## config.mk

```make
export PLATFORM = sky130hd
export DESIGN_NAME = adder_share_arbiter
export DESIGN_NICKNAME = d
export VERILOG_FILES = /design/src/rtl/adder_share_arbiter.sv
export SDC_FILE = /design/constraint.sdc
export NUM_CORES = 1
export LEC_CHECK = 0
export CAP_MARGIN = 20
export CORE_ASPECT_RATIO = 0.9
export CORE_MARGIN = 2
export CORE_UTILIZATION = 38
export CTS_BUF_LIST = sky130_fd_sc_hd__clkbuf_16
export CTS_CLUSTER_SIZE = 14
export DETAILED_ROUTE_END_ITERATION = 6
export GPL_ROUTABILITY_DRIVEN = 0
export PLACE_DENSITY = 0.87
export SLEW_MARGIN = 20
export SYNTH_ARGS = -nofsm -noshare
export SYNTH_HDL_FRONTEND = slang
export SYNTH_SLANG_ARGS = --single-unit
export TNS_END_PERCENT = 10
```

## constraint.sdc

```tcl
create_clock -name clk -period 5.7 [get_ports clk]
set_clock_uncertainty 0.2 [all_clocks]
set_input_delay 1.14 -clock clk [delete_from_list [all_inputs] [get_ports clk]]
set_output_delay 1.14 -clock clk [all_outputs]
set_load 0.02 [all_outputs]
```

## src/rtl/adder_share_arbiter.sv

```systemverilog
// adder_share_arbiter: round-robin sharing of one pipelined adder among NUM_REQ requesters, responses tagged by ID.
// Define ADDER_ARB_STATS_EN to add per-requester saturating grant counters (stat_sel/stat_clr/stat_count).
module adder_share_arbiter #(
    parameter int NUM_REQ       = 4,
    parameter int DATA_WIDTH    = 16,
    parameter int ADDER_LATENCY = 2,
    parameter int ID_WIDTH      = $clog2(NUM_REQ)
) (
    input  logic                          clk,
    input  logic                          rst_n,
    input  logic [NUM_REQ-1:0]            req_valid,
    output logic [NUM_REQ-1:0]            req_ready,
    input  logic [NUM_REQ*DATA_WIDTH-1:0] req_a,
    input  logic [NUM_REQ*DATA_WIDTH-1:0] req_b,
    output logic                          add_enable,
    output logic [DATA_WIDTH-1:0]         add_a,
    output logic [DATA_WIDTH-1:0]         add_b,
    input  logic [DATA_WIDTH-1:0]         add_sum,
    output logic                          resp_valid,
    output logic [ID_WIDTH-1:0]           resp_id,
    output logic [DATA_WIDTH-1:0]         resp_sum
`ifdef ADDER_ARB_STATS_EN
    ,
    input  logic [ID_WIDTH-1:0]           stat_sel,
    input  logic                          stat_clr,
    output logic [15:0]                   stat_count
`endif
);
    logic [ID_WIDTH-1:0] rr_q, rr_d, gnt;
    logic [ID_WIDTH:0] idx_sum;
    logic [NUM_REQ-1:0] rot;
    logic hs;
    logic en_q, en_d;
    logic [ID_WIDTH-1:0] id_q, id_d;
    logic [DATA_WIDTH-1:0] a_q, a_d, b_q, b_d;
    logic [ADDER_LATENCY-1:0] tv_q, tv_d;
    logic [ADDER_LATENCY-1:0][ID_WIDTH-1:0] tid_q, tid_d;
    logic rv_q, rv_d;
    logic [ID_WIDTH-1:0] rid_q, rid_d;

    // Rotate valids so bit 0 is the requester at rr_q; the lowest set bit wins
    always_comb begin
        rot = NUM_REQ'({req_valid, req_valid} >> rr_q);
        hs = 1'b0;
        idx_sum = '0;
        for (int k = NUM_REQ - 1; k >= 0; k--)
            if (rot[k]) begin
                hs = 1'b1;
                idx_sum = {1'b0, rr_q} + (ID_WIDTH+1)'(k);
            end
        gnt = idx_sum >= (ID_WIDTH+1)'(NUM_REQ) ? ID_WIDTH'(idx_sum - (ID_WIDTH+1)'(NUM_REQ)) : ID_WIDTH'(idx_sum);
        req_ready = hs ? NUM_REQ'(1) << gnt : '0;
        rr_d = hs ? (gnt == ID_WIDTH'(NUM_REQ - 1) ? '0 : gnt + 1'b1) : rr_q;
        en_d = hs;
        id_d = hs ? gnt : id_q;
        a_d = a_q;
        b_d = b_q;
        for (int k = 0; k < NUM_REQ; k++)
            if (hs && gnt == ID_WIDTH'(k)) begin
                a_d = req_a[k*DATA_WIDTH +: DATA_WIDTH];
                b_d = req_b[k*DATA_WIDTH +: DATA_WIDTH];
            end
        tv_d[0] = en_q;
        tid_d[0] = id_q;
        for (int k = 1; k < ADDER_LATENCY; k++) begin
            tv_d[k] = tv_q[k-1];
            tid_d[k] = tid_q[k-1];
        end
        rv_d = tv_q[ADDER_LATENCY-1];
        rid_d = tid_q[ADDER_LATENCY-1];
    end

    always_ff @(posedge clk or negedge rst_n)
        if (!rst_n) begin
            rr_q  <= '0;
            en_q  <= 1'b0;
            id_q  <= '0;
            a_q   <= '0;
            b_q   <= '0;
            tv_q  <= '0;
            tid_q <= '0;
            rv_q  <= 1'b0;
            rid_q <= '0;
        end else begin
            rr_q  <= rr_d;
            en_q  <= en_d;
            id_q  <= id_d;
            a_q   <= a_d;
            b_q   <= b_d;
            tv_q  <= tv_d;
            tid_q <= tid_d;
            rv_q  <= rv_d;
            rid_q <= rid_d;
        end

    assign add_enable = en_q;
    assign add_a      = a_q;
    assign add_b      = b_q;
    assign resp_valid = rv_q;
    assign resp_id    = rid_q;
    assign resp_sum   = add_sum;

`ifdef ADDER_ARB_STATS_EN
    logic [NUM_REQ-1:0][15:0] cnt_q, cnt_d;

    always_comb begin
        stat_count = '0;
        for (int k = 0; k < NUM_REQ; k++) begin
            cnt_d[k] = stat_clr ? 16'h0 :
                       (hs && gnt == ID_WIDTH'(k) && cnt_q[k] != 16'hFFFF) ? cnt_q[k] + 16'h1 : cnt_q[k];
            if (stat_sel == ID_WIDTH'(k))
                stat_count = cnt_q[k];
        end
    end

    always_ff @(posedge clk or negedge rst_n)
        if (!rst_n)
            cnt_q <= '0;
        else
            cnt_q <= cnt_d;
`endif
endmodule

```

==> results of run 1 <==
synthesized netlist by cell type:
| library cell | instances |
|---|---|
| nand2_1 | 32 |
| o211ai_1 | 32 |
| nor2_1 | 34 |
| or4_4 | 1 |
| a21oi_1 | 3 |
| nor3b_1 | 1 |
| a21boi_0 | 1 |
| o32ai_1 | 2 |
| and2_1 | 4 |
| clkbuf_1 | 9 |
| ha_1 | 4 |
| mux2_4 | 1 |
| o32a_1 | 1 |
| a31oi_1 | 32 |
| buf_2 | 8 |
| inv_1 | 4 |
| buf_4 | 18 |
| nand2b_1 | 36 |
| mux2_2 | 32 |
| or3_1 | 2 |
| clkbuf_2 | 1 |
| buf_6 | 6 |
| nor3_1 | 2 |
| dfrtp_1 | 46 |
cell families after synthesis:
group | Yosys count
adder cells (fa/ha/maj) | 4
AO/OA/AOI/OAI | 71
multiplexers | 33
flip-flops | 46
buffers and inverters | 46
AND/OR/NAND/NOR | 112
layout make-up:
cell class,instances,area (sq um),area share (%)
clock buffers,5,125,2.70
clock inverters,3,17.5,0.378
inverters,4,15.0,0.324
multi-input cells,220,1460,31.4
flip-flops and latches,46,1150,24.8
well taps,96,120,2.59
repair buffers,176,1750,37.8
where the power goes:
group          internal [mW]  switching (mW)  leakage [nW]
clock network          0.161           0.116        0.0750
logic                  0.546           0.540          1.16
registers              0.475          0.0800         0.526
total                   1.18           0.736          1.76
layout by cell type, fill, tap and decap left out, types with 2 or more instances in the layout:
cell type,n
a21oi_1,3
a31oi_1,32
and2_1,4
buf_4,4
clkbuf_16,5
clkdlybuf4s50_1,172
dfrtp_1,46
ha_1,3
inv_1,4
mux2_2,32
nand2_1,32
nand2b_1,36
nor2_1,34
nor3_1,2
o211ai_1,32
o32ai_1,2
or3_1,2
path summary, 6_finish.rpt:
kind,endpoint,slack [ns]
max,req_ready[0],0.98
max reg2reg,add_b[7]$_DFFE_PN0P_,2.30
min reg2reg,resp_valid$_DFF_PN0_,0.15
min,resp_valid$_DFF_PN0_,0.15
max in group asynchronous,add_a[6]$_DFFE_PN0P_,4.24
min in group asynchronous,add_b[10]$_DFFE_PN0P_,0.65
flip-flops by register name, indices dropped and copies added (netlist names):
signal,flops
add_b,16
add_a,16
add_enable,1
resp_id,2
tid_d,2
id_q,2
resp_valid,1
rr_q,2
rid_d,2
tv_q,2
through the flow:
step	total power, mW	util [%]	instance area [sq um]	instances
2_1_floorplan	1.19	-	2900	312
3_3_place_gp	1.63	60.2	4490	542
3_5_place_dp	1.66	60.2	4490	542
4_1_cts	1.94	62.1	4640	550
5_1_grt	2.04	62.1	4640	550
6_report	1.92	62.1	4640	550
per-layer routing:
| metal | global-route usage [%] | share of wire [%] | vias up |
|---|---|---|---|
| met5 | 0 | 0 | - |
| met4 | 4.55 | 0.73 | 0 |
| met3 | 4.94 | 9.0 | 10 |
| met2 | 36.5 | 51 | 131 |
| met1 | 21.8 | 39 | 1286 |
| li1 | - | - | 1360 |
==> flow_summary.json, run 1 <==
{
  "status": "completed",
  "antenna_found_initial": 0,
  "die_w_um": 96.1,
  "finalSetupViolations": 0,
  "num_rows": 30,
  "post_cts_buffers": 0,
  "crit_path_end_kind": "output port",
  "synth_top_family_by_area": "simple AND/OR/NAND/NOR gates",
  "antenna_cells": 0,
  "yosysTopAreaCellShare_pct": 39.7,
  "cts-buffers-inserted": 5,
  "synthSimpleGateAreaFrac_pct": 18.6,
  "critical_path.max_stage_delay_ns": 0.87,
  "wl_per_cell_um": 15.3,
  "cpMostUsedCell": "clkdlybuf4s50_1",
  "rr_worst_depth": 8,
  "rsz0062_at_grt": "no",
  "fill_cells": 637,
  "remaining_drc_errors": 0,
  "hold_viol": 0,
  "worstPathMaxFanout": 73,
  "grt_pass1_wl_um": 12700,
  "ant_nets": 0,
  "grt_remaining_overflow": 0,
  "vdd_drop_max_mv": 0.225,
  "port_buffers": 173,
  "finish.net_count": 607,
  "hp-start": "tv_q[1]$_DFF_PN0_",
  "synth-compound-area-share_pct": 16.9,
  "via_per_inst": 5.07,
  "drt_iter0_markers": 91,
  "core_sq_um": 7470,
  "crit_path_start": "req_valid[0]",
  "grt_max_degree": 74,
  "yosysSeqAreaShare_pct": 39.7,
  "dp_slack_ns": 1.03,
  "worst_slew_pin_slew_ns": 1.05,
  "worst-path-buf-inv": 2,
  "r2r-start": "rr_q[1]$_DFFE_PN0P_",
  "drv_cap": 0,
  "avgSynthCellArea_sq_um": 9.30,
  "crit_family": "simple AND/OR/NAND/NOR gates",
  "ys_top_cells_by_area": "dfrtp_1 (40%), mux2_2 (12%), o211ai_1 (8.3%), nand2b_1 (7.8%), a31oi_1 (6.9%)",
  "min_delay_path_depth": 0,
  "final.setup.worst_slack_ns": 0.980,
  "synth_cell_type_count": 24,
  "syn_inst": 312,
  "grt.total_usage_pct": 19.4,
  "hpwl_um": 6130,
  "vias": 2787,
  "power.density_nw_per_um2": 414,
  "whs_ns": 0.150,
  "die_y_um": 86.9,
  "initial_core_util_pct": 38.9,
  "fin_crit_ns": 4.72,
  "clock.fmax_ghz": 0.212,
  "cts.sinks": 46,
  "yosysWarnings": 0,
  "clk_pin_slew_ns": 0.06,
  "cts_root_buf": "clkbuf_16",
  "ctsHoldBuffers": 0,
  "crit_chain": "clkdlybuf4s50_1 > or4_4 > and2_1 > clkdlybuf4s50_1",
  "relSlewSlack_pct": 29.6,
  "tritoncts": "done",
  "cts_max_level": 2,
  "syn_nets": 466,
  "cp.required_ns": 4.36,
  "fin_setup_tns_ns": 0,
  "synthMuxAreaShare_pct": 12.9,
  "start_kind": "input pin",
  "syn-cell-area_sq_um": 2900,
  "grt_pass1_vias": 2777,
  "dr.pass1.iters": 4,
  "finalMaxSlewViolations": 0,
  "synth_top_area_cell": "dfrtp_1",
  "worst_ep_arrival_time_ns": 3.38,
  "synthXorXnorAreaFrac_pct": 0,
  "clock_latency_ns": 0.28,
  "min_period_over_period_pct": 82.8,
  "synthAdderAreaFrac_pct": 1.72,
  "clk_path_buf_depth": 2,
  "dieArea_sq_um": 8360,
  "drive_above_1_share_pct": 10.1,
  "cts_resized": 0,
  "drt_wl_total_um": 8410,
  "leakage_nw": 1.76,
  "hp-class": "flip-flop to flip-flop",
  "path_depth": 4,
  "pin_count": 206,
  "crit_type": "input pin to output port",
  "ys_ff_latch": 46,
  "area_growth_pct": 59.8,
  "critPathSlowestCell": "or4_4"
}
(Power assumes the default switching activity.)
==> run 2, diff against run 1 <==
--- a/config.mk
+++ b/config.mk
@@ -8,12 +8,12 @@
 export CAP_MARGIN = 20
 export CORE_ASPECT_RATIO = 0.9
 export CORE_MARGIN = 2
-export CORE_UTILIZATION = 38
+export CORE_UTILIZATION = 35
 export CTS_BUF_LIST = sky130_fd_sc_hd__clkbuf_16
 export CTS_CLUSTER_SIZE = 14
 export DETAILED_ROUTE_END_ITERATION = 6
 export GPL_ROUTABILITY_DRIVEN = 0
-export PLACE_DENSITY = 0.87
+export PLACE_DENSITY = 0.81
 export SLEW_MARGIN = 20
 export SYNTH_ARGS = -nofsm -noshare
 export SYNTH_HDL_FRONTEND = slang
==> constraint.sdc (replaced) <==
create_clock -name clk -period 4.4 [get_ports clk]
set_clock_uncertainty 0.2 [all_clocks]
set_input_delay 0.88 -clock clk [delete_from_list [all_inputs] [get_ports clk]]
set_output_delay 0.88 -clock clk [all_outputs]
set_load 0.02 [all_outputs]
==> flow_summary.json, run 2 (same netlist as run 1, synthesis figures left out) <==
{
  "status": "completed",
  "area_growth_pct": 60.3,
  "pin_count": 206,
  "crit_path_end_kind": "output port",
  "clock.fmax_ghz": 0.239,
  "grt_max_degree": 65,
  "ctsHoldBuffers": 0,
  "relSlewSlack_pct": 58.1,
  "die_y_um": 90.4,
  "crit_path_start": "req_valid[3]",
  "crit_end": "req_ready[2]",
  "worstReg2RegEnd": "add_b[10]$_DFFE_PN0P_",
  "r2r-start": "rr_q[0]$_DFFE_PN0P_",
  "cp.required_ns": 3.32,
  "ant_nets": 0,
  "crit_type": "input pin to output port",
  "fill_cells": 707,
  "vdd_drop_max_mv": 0.185,
  "grt_pass1_wl_um": 13700,
  "fin_crit_ns": 4.18,
  "core_sq_um": 8070,
  "dieArea_sq_um": 9040,
  "rr_worst_depth": 9,
  "drt_iter0_markers": 55,
  "post-route-util_pct": 57.7,
  "hp-class": "flip-flop to flip-flop",
  "clk_path_buf_depth": 2,
  "num_rows": 31,
  "worst_slew_pin_slew_ns": 0.628,
  "grt_pass1_vias": 2814,
  "clk_pin_slew_ns": 0.06,
  "start_kind": "input pin",
  "clock_latency_ns": 0.28,
  "antenna_cells": 0,
  "power.density_nw_per_um2": 532,
  "antenna_found_initial": 0,
  "dp_slack_ns": 0.242,
  "layout_commonest_cell": "clkdlybuf4s50_1",
  "rrSetupSlack_ns": 1.38,
  "drv_cap": 0,
  "drive_above_1_share_pct": 10.5,
  "final_cell_mix": "clkdlybuf4s50_1 (172), dfrtp_1 (46), nand2b_1 (36)",
  "vias": 2790,
  "min_period_over_period_pct": 95.0,
  "finalSetupViolations": 0,
  "port_buffers": 173,
  "worstPathMaxFanout": 5,
  "hpwl_um": 6250,
  "dr.pass1.iters": 4,
  "post_cts_buffers": 0,
  "wl_per_cell_um": 15.4,
  "final.setup.worst_slack_ns": 0.218,
  "drt_wl_total_um": 8570,
  "cts_resized": 0,
  "leakage_nw": 1.77,
  "finish.net_count": 609,
  "die_w_um": 100,
  "grt.total_usage_pct": 18.7,
  "via_per_inst": 5.03,
  "initial_core_util_pct": 36.0,
  "tritoncts": "done",
  "cts_max_level": 2,
  "cts-buffers-inserted": 5,
  "cts_root_buf": "clkbuf_16",
  "remaining_drc_errors": 0,
  "grt_remaining_overflow": 0,
  "rsz0062_at_grt": "no",
  "hold_viol": 0,
  "cts.sinks": 46,
  "fin_setup_tns_ns": 0,
  "worst_ep_arrival_time_ns": 3.10,
  "finalMaxSlewViolations": 0
}
[run 2: worst max-delay path: stages]
cell	delay [ns]
clkdlybuf4s50_1	0.48
nand2b_1	0.18
a21boi_0	0.43
or3_1	0.22
ha_2	0.18
and2_1	0.12
clkdlybuf4s50_1	0.60
[run 2: worst min-delay path by stage]
stage	startpoint	endpoint	slack (ns)	cells past startpoint
final	tid_d[3]$_DFF_PN0_	rid_d[1]$_DFF_PN0_	0.15	0
after global routing	rid_d[0]$_DFF_PN0_	resp_id[0]$_DFF_PN0_	0.16	0
after floorplan	rid_d[0]$_DFF_PN0_	resp_id[0]$_DFF_PN0_	0.13	0
after CTS	tid_d[3]$_DFF_PN0_	rid_d[1]$_DFF_PN0_	0.15	0
after global placement	rid_d[1]$_DFF_PN0_	resp_id[1]$_DFF_PN0_	0.13	0
after detailed placement	rid_d[0]$_DFF_PN0_	resp_id[0]$_DFF_PN0_	0.13	0
[run 2: layer usage]
metal  global-route usage, %  up-vias  wire length, um
met2                    34.0      125             4370
li1                        -     1362                -
met5                       0        -                0
met4                    5.94        0              144
met1                    21.5     1289             3350
met3                    4.57       14              710
[run 2: final cells by class]
type,instances,area (sq um),share of cell area (%)
clock buffer,5,125,2.69
clock inverter,3,12.5,0.269
inverter,4,15.0,0.323
multi-input combinational,220,1460,31.4
sequential,46,1150,24.7
tap,99,124,2.66
timing repair buffer,178,1770,38.0
[run 2: through the flow]
stage / instance area, sq um / power, mW / hold slack [ns] / std cells
6_report: 4650 / 2.48 / 0.148 / 555
5_1_grt: 4650 / 2.65 / 0.157 / 555
4_1_cts: 4650 / 2.51 / 0.148 / 555
3_5_place_dp: 4510 / 2.15 / 0.135 / 547
3_3_place_gp: 4510 / 2.11 / 0.132 / 547
2_1_floorplan: 2900 / 1.55 / 0.131 / 312
[run 2: power by group]
group	switching (mW)	internal (mW)	leakage (nW)
Clock	0.144	0.205	0.0724
Sequential	0.0977	0.616	0.526
Combinational	0.703	0.711	1.17
Total	0.944	1.53	1.77
